===== config.mk =====
export PLATFORM = sky130hd
export DESIGN_NAME = unidade_controle_mc
export DESIGN_NICKNAME = d
export VERILOG_FILES = /design/src/rtl/unidade_controle_mc.sv
export SDC_FILE = /design/constraint.sdc
export NUM_CORES = 1
export LEC_CHECK = 0
export ABC_AREA = 1
export BUFFER_PORTS_ARGS = -buffer_cell sky130_fd_sc_hd__buf_2
export CAP_MARGIN = 5
export CORE_ASPECT_RATIO = 0.75
export CORE_MARGIN = 2
export CORE_UTILIZATION = 54
export CTS_BUF_LIST = sky130_fd_sc_hd__clkbuf_8
export DETAILED_ROUTE_END_ITERATION = 10
export GPL_TIMING_DRIVEN = 0
export PLACE_DENSITY = 0.9
export SYNTH_ARGS = -nofsm -noshare
export SYNTH_HDL_FRONTEND = slang
export SYNTH_SLANG_ARGS = --single-unit

===== constraint.sdc =====
create_clock -name clock -period 2.1 [get_ports clock]
set_input_delay 0.105 -clock clock [delete_from_list [all_inputs] [get_ports clock]]
set_output_delay 0.105 -clock clock [all_outputs]
set_load 0.05 [all_outputs]

===== src/rtl/unidade_controle_mc.sv =====
// Multicycle MIPS control unit: fetch/decode/execute sequencing for R-type, lw, sw,
// beq, j and lui, with configurable memory wait states and a sticky BREAK halt.
module unidade_controle_mc #(
    parameter int MEM_WAIT = 1,
    parameter int STATE_W  = 6
) (
    input  logic               clock,
    input  logic               reset,
    input  logic [5:0]         OPcode,
    input  logic [5:0]         funct,
    input  logic               Zero,
    output logic               EscreveMem,
    output logic               EscrevePC,
    output logic               RegDst,
    output logic               EscreveReg,
    output logic [1:0]         MemparaReg,
    output logic               IouD,
    output logic               EscreveIR,
    output logic               EscreveMDR,
    output logic               OrigAALU,
    output logic [1:0]         OrigBALU,
    output logic [2:0]         OpALU,
    output logic [1:0]         OrigPC,
    output logic               Halt,
    output logic [STATE_W-1:0] State
);

    typedef enum logic [5:0] {
        MEM_READ  = 6'd0,
        ESPERA    = 6'd1,
        IR_WRITE  = 6'd2,
        DECODE    = 6'd3,
        ADDR_CALC = 6'd4,
        LW_READ   = 6'd5,
        LW_WAIT   = 6'd6,
        LW_WB     = 6'd7,
        SW_WRITE  = 6'd8,
        R_EXEC    = 6'd9,
        R_WB      = 6'd10,
        BEQ       = 6'd11,
        JUMP      = 6'd12,
        LUI       = 6'd13,
        BREAK     = 6'd14
    } state_t;

    typedef struct packed {
        logic       escreveMem;
        logic       escrevePc;
        logic       regDst;
        logic       escreveReg;
        logic [1:0] memparaReg;
        logic       iouD;
        logic       escreveIr;
        logic       escreveMdr;
        logic       origAAlu;
        logic [1:0] origBAlu;
        logic [2:0] opAlu;
        logic [1:0] origPc;
        logic       halt;
        logic       beqSel;
    } ctrl_t;

    localparam logic [3:0] WAIT_LOAD = 4'(MEM_WAIT - 1);

    state_t     stateReg, stateNext;
    logic [3:0] waitReg, waitNext;
    ctrl_t      ctrlReg;

    // Output decode for a given state; waitDone marks the final cycle of a wait state.
    function automatic ctrl_t decodeCtrl(input state_t s, input logic waitDone);
        ctrl_t c;
        c = '0;
        case (s)
            MEM_READ: begin
                c.origBAlu  = 2'd1;
                c.opAlu     = 3'b001;
                c.escrevePc = 1'b1;
            end
            IR_WRITE: begin
                c.escreveIr = 1'b1;
                c.origBAlu  = 2'd3;
                c.opAlu     = 3'b001;
            end
            ADDR_CALC: begin
                c.origAAlu = 1'b1;
                c.origBAlu = 2'd2;
                c.opAlu    = 3'b001;
            end
            LW_READ: c.iouD = 1'b1;
            LW_WAIT: begin
                c.iouD       = 1'b1;
                c.escreveMdr = waitDone;
            end
            LW_WB: begin
                c.escreveReg = 1'b1;
                c.memparaReg = 2'd1;
            end
            SW_WRITE: begin
                c.iouD       = 1'b1;
                c.escreveMem = 1'b1;
            end
            R_EXEC: begin
                c.origAAlu = 1'b1;
                c.opAlu    = 3'b111;
            end
            R_WB: begin
                c.escreveReg = 1'b1;
                c.regDst     = 1'b1;
            end
            BEQ: begin
                c.origAAlu = 1'b1;
                c.opAlu    = 3'b010;
                c.origPc   = 2'd1;
                c.beqSel   = 1'b1;
            end
            JUMP: begin
                c.origPc    = 2'd2;
                c.escrevePc = 1'b1;
            end
            LUI: begin
                c.escreveReg = 1'b1;
                c.memparaReg = 2'd2;
            end
            BREAK:   c.halt = 1'b1;
            default: c = '0;
        endcase
        return c;
    endfunction

    always_comb begin
        stateNext = MEM_READ;
        waitNext  = waitReg;
        case (stateReg)
            MEM_READ: begin
                stateNext = ESPERA;
                waitNext  = WAIT_LOAD;
            end
            ESPERA: begin
                if (waitReg == 4'd0) begin
                    stateNext = IR_WRITE;
                end else begin
                    stateNext = ESPERA;
                    waitNext  = waitReg - 4'd1;
                end
            end
            IR_WRITE: stateNext = DECODE;
            DECODE: begin
                case (OPcode)
                    6'h00: begin
                        if (funct == 6'h20 || funct == 6'h22 || funct == 6'h24)
                            stateNext = R_EXEC;
                        else
                            stateNext = BREAK;
                    end
                    6'h23, 6'h2b: stateNext = ADDR_CALC;
                    6'h04:        stateNext = BEQ;
                    6'h02:        stateNext = JUMP;
                    6'h0f:        stateNext = LUI;
                    default:      stateNext = BREAK;
                endcase
            end
            ADDR_CALC: stateNext = (OPcode == 6'h23) ? LW_READ : SW_WRITE;
            LW_READ: begin
                stateNext = LW_WAIT;
                waitNext  = WAIT_LOAD;
            end
            LW_WAIT: begin
                if (waitReg == 4'd0) begin
                    stateNext = LW_WB;
                end else begin
                    stateNext = LW_WAIT;
                    waitNext  = waitReg - 4'd1;
                end
            end
            R_EXEC:  stateNext = R_WB;
            BREAK:   stateNext = BREAK;
            default: stateNext = MEM_READ;
        endcase
    end

    // Outputs are registered from the next-state decode so they track the state exactly.
    always_ff @(posedge clock or posedge reset) begin
        if (reset) begin
            stateReg <= MEM_READ;
            waitReg  <= 4'd0;
            ctrlReg  <= decodeCtrl(MEM_READ, 1'b0);
        end else begin
            stateReg <= stateNext;
            waitReg  <= waitNext;
            ctrlReg  <= decodeCtrl(stateNext, waitNext == 4'd0);
        end
    end

    assign EscreveMem = ctrlReg.escreveMem;
    assign EscrevePC  = ctrlReg.escrevePc | (ctrlReg.beqSel & Zero);
    assign RegDst     = ctrlReg.regDst;
    assign EscreveReg = ctrlReg.escreveReg;
    assign MemparaReg = ctrlReg.memparaReg;
    assign IouD       = ctrlReg.iouD;
    assign EscreveIR  = ctrlReg.escreveIr;
    assign EscreveMDR = ctrlReg.escreveMdr;
    assign OrigAALU   = ctrlReg.origAAlu;
    assign OrigBALU   = ctrlReg.origBAlu;
    assign OpALU      = ctrlReg.opAlu;
    assign OrigPC     = ctrlReg.origPc;
    assign Halt       = ctrlReg.halt;
    assign State      = STATE_W'(stateReg);

endmodule


; ---- Word level (Yosys, flattened, before mapping)
; Index checks and enable logic that the tools add are counted.
[word_totals]
out_inout_bits = 24
wordCells = 84
register_bits = 29
[op_classes]
n_addsub = 1
n_reduce_logical = 15
n_eq_ne = 28
muxes = 22
n_bitwise = 2
[op_table]
columns = operator, count
row1 = "6-bit by 4-bit == test with 1-bit output, second input constant", 10
row2 = 6-bit one-hot mux with 9 select lines, 1
row3 = "6-bit by 3-bit == test with 1-bit output, second input constant", 8
row4 = "6-bit == test, second input constant", 5
row5 = 6-bit one-hot mux with 5 select lines, 1
row6 = "6-bit by 2-bit == test with 1-bit output, second input constant", 4
row7 = 6-bit zero test, 3
row8 = 3-bit OR reduction, 4
row9 = 1-bit two-way mux, 11
row10 = 3-bit one-hot mux with 3 select lines, 1
row11 = 4-bit zero test, 2
row12 = 4-bit two-way mux, 2
row13 = 2-bit one-hot mux with 2 select lines, 2
row14 = 4-bit one-hot mux with 2 select lines, 1
row15 = 2-bit OR reduction, 4
row16 = "6-bit by 1-bit == test with 1-bit output, second input constant", 1
row17 = 2-bit one-hot mux with 3 select lines, 1
row18 = "4-bit by 1-bit subtractor with 4-bit output, second input constant", 1
row19 = 3-bit two-way mux, 1
row20 = 1-bit logical OR, 2
row21 = 2-bit two-way mux, 1
row22 = 1-bit AND, 1
row23 = 1-bit bitwise OR, 1

; ---- Longest topological paths before layout
; Gate-level depths: netlist of the first run.
[logic_depth]
ltp_word = 9
depth_mapped = 12
ltp_nobuf = 12

; ---- Least setup slack after synthesis of the first run
; OpenSTA, ideal clock, no wires.
[synth_path]
kind = reg-to-reg
start = register stateReg[0], in the netlist State[0]
end = register ctrlReg (netlist bit OrigBALU[1])
stages_incl_launch_ff = 12
setup_ps = 121
t_required_ps = 1979
path_buffers = 0
arrival_ps = 1685
slack_ps = 294
cell_sequence = dfrtp_1 inv_1 nor2_1 nand2_1 inv_1 nand2_1 o31ai_1 nor2_1 nand2_2 nor2_1 a21oi_1 inv_1
[synth_between]
elab_chain_cells = 4
elab_cells_between_ends = 14
cone_classes = eq/ne (10) / mux (2) / reduce/logical (2)
[synth_rtl]
columns = element, line
row1 = start: declaration, 65  ; state_t stateReg, stateNext;
row2 = start signal: assignment, 188  ; stateReg <= stateNext;
row3 = 6-bit by 4-bit == test with 1-bit output (tied with other cells), 133  ; case (stateReg)
row4 = 6-bit one-hot mux with 9 select lines (*), 133
row5 = net stateNext[1], 65
row6 = 6-bit by 3-bit == test with 1-bit output (tied with other cells), 73  ; case (s)
row7 = 2-bit one-hot mux with 3 select lines (*), 73
row8 = end signal: assignment, 186  ; ctrlReg <= decodeCtrl(MEM_READ, 1'b0);
row9 = end signal: assignment, 190  ; ctrlReg <= decodeCtrl(stateNext, waitNext == 4'd0);
row10 = end: declaration, 67  ; ctrl_t ctrlReg;
; The timed path passes the listed nets; every way through them passes the cells marked *.

; ---- Worst setup path after layout of the first run
[layout_path]
start = register waitReg[0]
end = register ctrlReg (netlist bit OpALU[0])
[layout_between]
elab_chain_cells = 6
elab_cells_between_ends = 11
cone_classes = eq/ne (4) / mux (4) / reduce/logical (3)
[layout_rtl]
columns = element, line
row1 = start: declaration, 66  ; logic [3:0] waitReg, waitNext;
row2 = start signal: assignment, 189  ; waitReg <= waitNext;
row3 = 4-bit zero test (*), 139  ; if (waitReg == 4'd0) begin
row4 = 2-bit two-way mux (*), 139
row5 = 6-bit one-hot mux with 9 select lines (*), 133
row6 = net stateNext[1], 65
row7 = 6-bit by 3-bit == test with 1-bit output (tied with other cells), 73
row8 = 3-bit OR reduction (no line), --
row9 = 3-bit one-hot mux with 3 select lines (*), 73
; Marks and branches as above.

==> metrics, run 1 <==
Cells after Synth=187; crit path launch type=register; post-synthesis mux area share=0; Synth Area in Adders=0.00884; Final GP Congestion=0.934; reg2reg start=waitReg[0]; drc violations=0; placed inst area=0.00164 mm^2; max-cap viol count=0; Max IR drop VDD=0.563 mV; number of synthesized flops with an enable pin=0; ys async rst share=1.00; f_max=0.524 GHz; final instance area=0.00172 mm^2; total congestion overflow=0; pwr dens=1460 mW/mm^2; period utilisation layout=0.910; Detail Placement HPWL=1980 um; clk buf depth=2; Initial DRC Count=55; worst-path maximum fanout=6; routed vias=1232; Detail Route Antenna Nets=0; Hold Crit Class=in2async; power share of the clock group=0.158; most frequent cells in the layout=inv_1, nand2_1, buf_2, nor2_1, dfrtp_1; Num CTS Buffers=3; Yosys Warn Count=0; Final Skew=6.20 ps; total design power=2.52 mW; H-tree depth=1; io pins=39; XOR/XNOR Fraction of Synth Area=0.0124; Data arrival, critical path=2120 ps; Pre-Repair DR Iteration Count=4; Final Hold Vio Count=0; NumNets Final=245; layout cells sized above 1=0.298; ys flop type=dfrtp_1; area taken by multi-input logic gates=537 um^2; Compound-Gate Fraction of Synth Area=0.0566; Post-Syn Area=0.00142 mm^2; Rel. slew slack=0.393; core area=0.00254 mm^2; Clock transition at path regs=90 ps; Max Slew Vio Count=0; Worst-Margin Slew=909 ps; setup ws final=190 ps; port buffer count=36; Layout area overhead=21.6%; leakage power=1.11 nW; total wire length=2680 um; CTS sink count=26; final core occ=0.677; chip height=48.3 um; Worst R2R Path Depth=11; Synth cell types=26; r2r setup slk=190 ps; fin crit period=1910 ps; RSZ-0062 raised after global routing=no; initial core utilization=0.557; vias in the first global route=1104; antenna cell count=0; Net Sw Frac=0.496; outcome=completed; hold slack=24.0 ps; area fraction in and, or, nand and nor cells after synthesis=0.293; main combinational cell family by area after synthesis=simple AND/OR/NAND/NOR gates; syn_area_per_cell=7.57 um^2; largest net degree at the start of global routing=27; Critical Path Start=waitReg[0]; via density per instance=4.67; CTS tree=yes; Comb pwr share=0.547; CTS root buffer=clkbuf_8; Rows=16; Setup CP Type=reg2reg; Final TNS setup=0 ps; NetSw=1.25 mW; Crit. End Element=register; Worst Path Required=2310 ps; Hold-fix buffers, CTS=0; RR Endpoint=OpALU[0]; FILL cells=213; DR WL/cell=10.1 um; part of the power in registers=0.295; die width=63.1 um; Storage cell area=654 um^2; die area=0.00305 mm^2; Yosys reg bits=26; final setup vio count=0; worst skew pair latency=260 ps; register area share after synthesis=0.462; first-pass GRT wire length=4530 um; pre-CTS setup slack=309 ps; commonest non-fill, non-tap cell in the layout=inv_1; initial antenna violation count=0; cell total after placement=260; P_int=1.27 mW; aggregate global-route resource usage=0.187; final non-filler cell total=264
[cell usage after synthesis, types with 2 or more instances]
| library cell | count | share of area |
|---|---|---|
| inv_1 | 38 | 0.10 |
| nand2_1 | 37 | 0.098 |
| nor2_1 | 26 | 0.069 |
| dfrtp_1 | 23 | 0.41 |
| nand3_1 | 12 | 0.042 |
| buf_4 | 11 | 0.058 |
| a21oi_1 | 4 | 0.014 |
| nand2_2 | 4 | 0.018 |
| nor2_2 | 4 | 0.018 |
| dfstp_2 | 3 | 0.056 |
| nand4_1 | 3 | 0.013 |
| nor3_1 | 3 | 0.011 |
| o22ai_1 | 3 | 0.013 |
| inv_2 | 2 | 0.0053 |
| nor3_2 | 2 | 0.014 |
| o21ai_0 | 2 | 0.0071 |
[worst max path at each step]
stage,end,slack [ps],cells after the start
3_3_place_gp,OpALU[0],320,11
5_1_grt,OrigBALU[1],10,11
3_5_place_dp,OpALU[0],310,12
2_1_floorplan,OrigBALU[1],290,11
4_1_cts,OpALU[0],160,10
6_report,OpALU[0],190,11
[worst max-delay path, stage by stage, from the launching register on]
cell     delay, ps
dfrtp_1        370
inv_1           60
ha_1           220
nand3_1        130
inv_1          100
nand2_1        150
o31ai_1        110
nor2_1         180
nand2_2        130
nor2_1         190
a21oi_1        120
nand2_1         80
[timing repair]
action | in CTS | in global routing
buffers inserted | 0 | 0
endpoints found under the setup margin | 0 | 5
gates resized for setup | 0 | 1
endpoints found under the hold margin | 0 | 0
[final cells by class]
type / instances / area share
buffer: 11 / 0.0480
clock buffer: 3 / 0.0240
clock inverter: 1 / 0.0175
inverter: 40 / 0.0873
multi-input combinational: 111 / 0.312
sequential: 26 / 0.380
tap: 36 / 0.0262
timing repair buffer: 36 / 0.105
[layer usage]
metal	part of all wire	vias up	routed length, um	track usage
li1	-	635	-	-
met1	0.45	528	1210	0.255
met2	0.45	65	1200	0.310
met3	0.092	4	247	0.0279
met4	0.0079	0	21	0.0556
met5	0	-	0	0
[power by group through the flow]
stage	clock network [mW]	registers, mW	logic (mW)
floorplan	0	1.00	0.826
global placement	0	0.746	1.33
detailed placement	0	0.749	1.35
CTS	0.407	0.741	1.37
global route	0.432	0.758	1.49
finish	0.398	0.742	1.38
[flip-flops by register name, summed over array words and instances, names as in the netlist, 2 cells and up]
register,count
MemparaReg,2
OpALU,3
OrigBALU,2
OrigPC,2
State,4
waitReg,4
[kinds of logic after synthesis]
group           Yosys count
simple gates             93
xor+xnor                  2
fa+ha+maj                 1
flops                    26
other cells               1
buf+inv                  51
compound gates           13
(Power assumes the default switching activity.)
==> run 2, diff against run 1 <==
--- a/config.mk
+++ b/config.mk
@@ -15,6 +15,7 @@
 export DETAILED_ROUTE_END_ITERATION = 10
 export GPL_TIMING_DRIVEN = 0
 export PLACE_DENSITY = 0.9
+export RECOVER_POWER = 50
 export SYNTH_ARGS = -nofsm -noshare
 export SYNTH_HDL_FRONTEND = slang
 export SYNTH_SLANG_ARGS = --single-unit
==> run 2 against run 1 <==
Compared with the run above: die area unchanged; count of clock-buffer cells in the layout stayed put; maximum frequency is essentially flat; design area down 1.0%; clock skew is essentially flat; critical path type unchanged.
==> metrics, run 2 (same netlist as run 1, synthesis figures left out) <==
die area=0.00305 mm^2 (unchanged); initial antenna violation count=0 (unchanged); max-cap viol count=0 (unchanged); total design power=2.50 mW (-0.66%); pwr dens=1470 mW/mm^2 (+0.36%); RR Endpoint=OpALU[0]; setup ws final=190 ps (+0.0660 ps); Setup Buffers After CTS=0 (unchanged); initial core utilization=0.557 (unchanged); H-tree depth=1 (unchanged); Hold Crit Class=in2async; Final TNS setup=0 ps (unchanged); io pins=39 (unchanged); CTS root buffer=clkbuf_8; chip height=48.3 um (unchanged); final instance area=0.00170 mm^2 (-1.0%); f_max=0.524 GHz (about the same); first-pass GRT wire length=4530 um (unchanged); Worst R2R Path Depth=11 (unchanged); Detail Route Antenna Nets=0 (unchanged); largest net degree at the start of global routing=27 (unchanged); Final Hold Vio Count=0 (unchanged); vias in the first global route=1104 (unchanged); crit path launch type=register; Pre-Repair DR Iteration Count=4 (unchanged); worst skew pair latency=270 ps (about the same); DR WL/cell=10.2 um (+0.75%); commonest non-fill, non-tap cell in the layout=inv_1; drc violations=0 (unchanged); most frequent cells in the layout=inv_1, nand2_1, nor2_1, buf_2, dfrtp_1; Layout area overhead=20.3%; routed vias=1238 (+0.49%); Max Slew Vio Count=0 (unchanged); Setup CP Type=reg2reg; total wire length=2700 um (+0.75%); Initial DRC Count=55 (unchanged); NumNets Final=245 (unchanged); r2r setup slk=190 ps (about the same); RSZ-0062 raised after global routing=no; core area=0.00254 mm^2 (unchanged); port buffer count=36 (unchanged); Final Skew=6.21 ps (+0.0193 ps); outcome=completed; aggregate global-route resource usage=0.187 (unchanged); WP buf/inv=2 (unchanged); Clock transition at path regs=90 ps (about the same); Crit. End Element=register; clk buf depth=2 (unchanged); final non-filler cell total=264 (unchanged); via density per instance=4.69 (+0.49%); period utilisation layout=0.909 (about the same); die width=63.1 um (unchanged); Rel. slew slack=0.387 (-0.00632); Worst-Margin Slew=919 ps (+9.47 ps); Data arrival, critical path=2120 ps (about the same); Rows=16 (unchanged); pre-CTS setup slack=309 ps (unchanged); CTS sink count=26 (unchanged); cell total after placement=260 (unchanged); layout cells sized above 1=0.250 (-0.0482); Final GP Congestion=0.934 (unchanged); critical path's top delay family=simple AND/OR/NAND/NOR gates; Max IR drop VDD=0.556 mV (-1.1%); antenna cell count=0 (unchanged); reg2reg start=waitReg[0]; fin crit period=1910 ps (-0.0660 ps); total congestion overflow=0 (unchanged); placed inst area=0.00164 mm^2 (unchanged); Num CTS Buffers=3 (unchanged); Worst Path Required=2310 ps (about the same); worst-path cell chain=inv_1, ha_1, nand3_1, inv_1, nand2_1, o31ai_1, nor2_1, nand2_2, nor2_1, a21oi_1, nand2_1; leakage power=1.07 nW (-3.9%); final setup vio count=0 (unchanged); worst-path maximum fanout=6 (unchanged); CTS tree=yes; Detail Placement HPWL=1980 um (unchanged); Critical Path Slowest Stage Cell=dfrtp_1; slowest stage delay, CP=370 ps (about the same)
## run 2: changes by cell type in the layout (fill, tap and decap cells not counted), sizes merged
cell and change:
buf -10, clkbuf +10
## run 2: layout make-up
class                   count  area, um^2
fillers                   220         840
flip-flops and latches     26         654
multi-input cells         111         532
repair buffers             36         168
inverters                  40         150
plain buffers              11        82.6
well taps                  36        45.0
clock buffers               3        41.3
clock inverters             1        30.0
## run 2: what timing repair did
item                                    4_1_cts  5_1_grt
gates resized for setup                       0        1
hold buffers                                  0        0
endpoints found under the setup margin        0        5
## run 2: per-stage QoR
stage	hold slack, ps	util
after floorplan	143	-
after global placement	334	0.647
after detailed placement	338	0.647
after CTS	48.2	0.675
after global routing	107	0.670
final	27.7	0.670
## run 2: per-layer routing
layer / up-vias / global-route usage / wire length [um]
met5: - / 0 / 0
met4: 0 / 0.0556 / 23
met3: 4 / 0.0279 / 229
met2: 57 / 0.310 / 1220
met1: 540 / 0.255 / 1220
li1: 637 / - / -
## run 2: worst max-delay path by stage
| stage | startpoint | end | slack (ps) | cells past startpoint |
|---|---|---|---|---|
| 2_1_floorplan | State[0] | OrigBALU[1] | 290 | 11 |
| 3_3_place_gp | waitReg[0] | OpALU[0] | 320 | 11 |
| 3_5_place_dp | waitReg[0] | OpALU[0] | 310 | 12 |
| 4_1_cts | waitReg[0] | OpALU[0] | 160 | 10 |
| 5_1_grt | waitReg[1] | OrigBALU[1] | 10 | 11 |
| 6_report | waitReg[0] | OpALU[0] | 190 | 11 |
## run 2: worst register-to-register path, delay by kind of cell, from the launching register on
family / cells / cell delay (ps)
flip-flops: 1 / 370
AO/OA/AOI/OAI: 2 / 240
adder cells (fa/ha/maj): 1 / 220
AND/OR/NAND/NOR: 6 / 870
buffers and inverters: 2 / 160
## run 2: power breakdown
group / total, mW / switching (mW) / leakage [nW] / internal [mW]
registers: 0.743 / 0.0858 / 0.343 / 0.657
logic: 1.36 / 1.02 / 0.686 / 0.342
clock network: 0.399 / 0.144 / 0.0357 / 0.255
==> run 3, diff against run 2 <==
--- a/config.mk
+++ b/config.mk
@@ -14,6 +14,7 @@
 export CTS_BUF_LIST = sky130_fd_sc_hd__clkbuf_8
 export DETAILED_ROUTE_END_ITERATION = 10
 export GPL_TIMING_DRIVEN = 0
+export HOLD_SLACK_MARGIN = 0.12
 export PLACE_DENSITY = 0.9
 export RECOVER_POWER = 50
 export SYNTH_ARGS = -nofsm -noshare
==> run 3 against run 2 <==
Compared with the run above: sequential share of layout area grew 0.17 points; via count up 0.57%; combinational power hardly changed; clock skew decreased by 0.78 ps; register-to-register slack about the same.
==> metrics, run 3 (same netlist as run 1, synthesis figures left out) <==
total design power=2.49 mW (-0.33%); Rows=16 (unchanged); Layout area overhead=19.8%; initial core utilization=0.557 (unchanged); Max IR drop VDD=0.553 mV (-0.68%); hold slack=283 ps (+256 ps); antenna cell count=0 (unchanged); via density per instance=4.70 (+0.19%); core area=0.00254 mm^2 (unchanged); CTS root buffer=clkbuf_8; f_max=0.523 GHz (-0.12%); leakage power=1.03 nW (-3.7%); cell total after placement=260 (unchanged); WP buf/inv=2 (unchanged); Setup CP Type=reg2reg; chip height=48.3 um (unchanged); outcome=completed; Comb pwr share=0.538 (-0.006); Final TNS setup=0 ps (unchanged); crit path launch type=register; port buffer count=36 (unchanged); Num CTS Buffers=3 (unchanged); first-pass GRT wire length=4640 um (+2.4%); Pre-Repair DR Iteration Count=5 (+1); Hold Crit Class=in2reg; commonest non-fill, non-tap cell in the layout=inv_1; Setup Buffers After CTS=0 (unchanged); Critical Path Slowest Stage Cell=dfrtp_1; Final GP Congestion=0.934 (unchanged); worst skew pair latency=270 ps (about the same); Crit. End Element=register; Worst Path Required=2320 ps (about the same); total wire length=2810 um (+4.1%); worst-path cell chain=inv_1, ha_1, nand3_1, inv_1, nand2_1, o31ai_1, nor2_1, nand2_2, nor2_1, a21oi_1, nand2_1; Max Slew Vio Count=0 (unchanged); fin crit period=1910 ps (+2.28 ps); CTS sink count=26 (unchanged); io pins=39 (unchanged); largest net degree at the start of global routing=27 (unchanged); slowest stage delay, CP=380 ps (about the same); initial antenna violation count=0 (unchanged); Net Sw Frac=0.507 (+0.00786); power share of the clock group=0.163 (+0.004); part of the power in registers=0.298 (about the same); FILL cells=229 (+4.1%); pwr dens=1470 mW/mm^2 (+0.11%); Detail Placement HPWL=1980 um (unchanged); layout cells sized above 1=0.192 (-0.0579); Initial DRC Count=44 (-20%); routed vias=1245 (+0.57%); final core occ=0.667 (-0.00295); total congestion overflow=0 (unchanged); aggregate global-route resource usage=0.193 (+0.00619); Detail Route Antenna Nets=0 (unchanged); drc violations=0 (unchanged); die area=0.00305 mm^2 (unchanged); CTS tree=yes; met2 wire length=1330 um (+8.4%); NumNets Final=246 (+0.41%); Worst-Margin Slew=904 ps (-14.3 ps); final instance area=0.00170 mm^2 (-0.44%); most frequent cells in the layout=inv_1, nand2_1, nor2_1, dfrtp_1, clkbuf_1; H-tree depth=1 (unchanged); placed inst area=0.00164 mm^2 (unchanged); critical path's top delay family=simple AND/OR/NAND/NOR gates; final setup vio count=0 (unchanged); max-cap viol count=0 (unchanged); die width=63.1 um (unchanged); Final Skew=5.44 ps (-0.775 ps); setup ws final=188 ps (-2.28 ps); Rel. slew slack=0.396 (+0.00955); Data arrival, critical path=2130 ps (about the same); pre-CTS setup slack=309 ps (unchanged); Clock transition at path regs=90 ps (about the same); final non-filler cell total=265 (+0.38%); DR WL/cell=10.6 um (+3.7%); vias in the first global route=1127 (+2.1%); M1 WL=1270 um (+4.0%); clk buf depth=2 (unchanged); period utilisation layout=0.911 (+0.00109); worst-path maximum fanout=6 (unchanged); DR WL met3=187 um (-18%); Final Hold Vio Count=0 (unchanged); RSZ-0062 raised after global routing=no; top routing layer in use=met4; P_int=1.23 mW (-1.9%); NetSw=1.26 mW (+1.2%)
-- run 3: worst paths after layout --
check,startpoint,end,slack (ps),cells after the start
worst min-delay path,OPcode[4],EscreveMem,280,5
max in group asynchronous,reset,waitReg[0],960,3
worst min register to register,waitReg[3],waitReg[3],610,2
worst max register to register,waitReg[0],OpALU[0],190,11
min in group asynchronous,reset,OrigPC[0],580,3
worst max-delay path,waitReg[0],OpALU[0],190,11
-- run 3: layout make-up --
type	count	area, um^2	share of cell area
plain buffers	11	82.6	0.0487
inverters	40	150	0.0886
clock inverters	1	30.0	0.0177
repair buffers	37	163	0.0959
well taps	36	45.0	0.0266
flip-flops and latches	26	654	0.386
clock buffers	3	41.3	0.0244
multi-input cells	111	529	0.312
-- run 3: what timing repair did --
item	4_1_cts	5_1_grt
endpoints found under the setup margin	0	3
hold buffers	1	0
resized for setup	0	1
endpoints found under the hold margin	23	0
-- run 3: worst reg2reg max path, stage by stage (launching register included) --
cell     delay, ps
dfrtp_1        380
inv_1           60
ha_1           220
nand3_1        130
inv_1          100
nand2_1        150
o31ai_1        120
nor2_1         190
nand2_2        130
nor2_1         190
a21oi_1        120
nand2_1         80
-- run 3: power by group through the flow --
stage / logic [mW] / registers, mW / clock network (mW)
finish: 1.34 / 0.744 / 0.407
CTS: 1.37 / 0.741 / 0.407
detailed placement: 1.35 / 0.749 / 0
global placement: 1.33 / 0.746 / 0
floorplan: 0.826 / 1.00 / 0
global route: 1.45 / 0.762 / 0.436
-- run 3: layer usage --
| metal | GRT usage | up-vias |
|---|---|---|
| li1 | - | 640 |
| met1 | 0.254 | 549 |
| met2 | 0.333 | 52 |
| met3 | 0.0279 | 4 |
| met4 | 0.0556 | 0 |
| met5 | 0 | - |
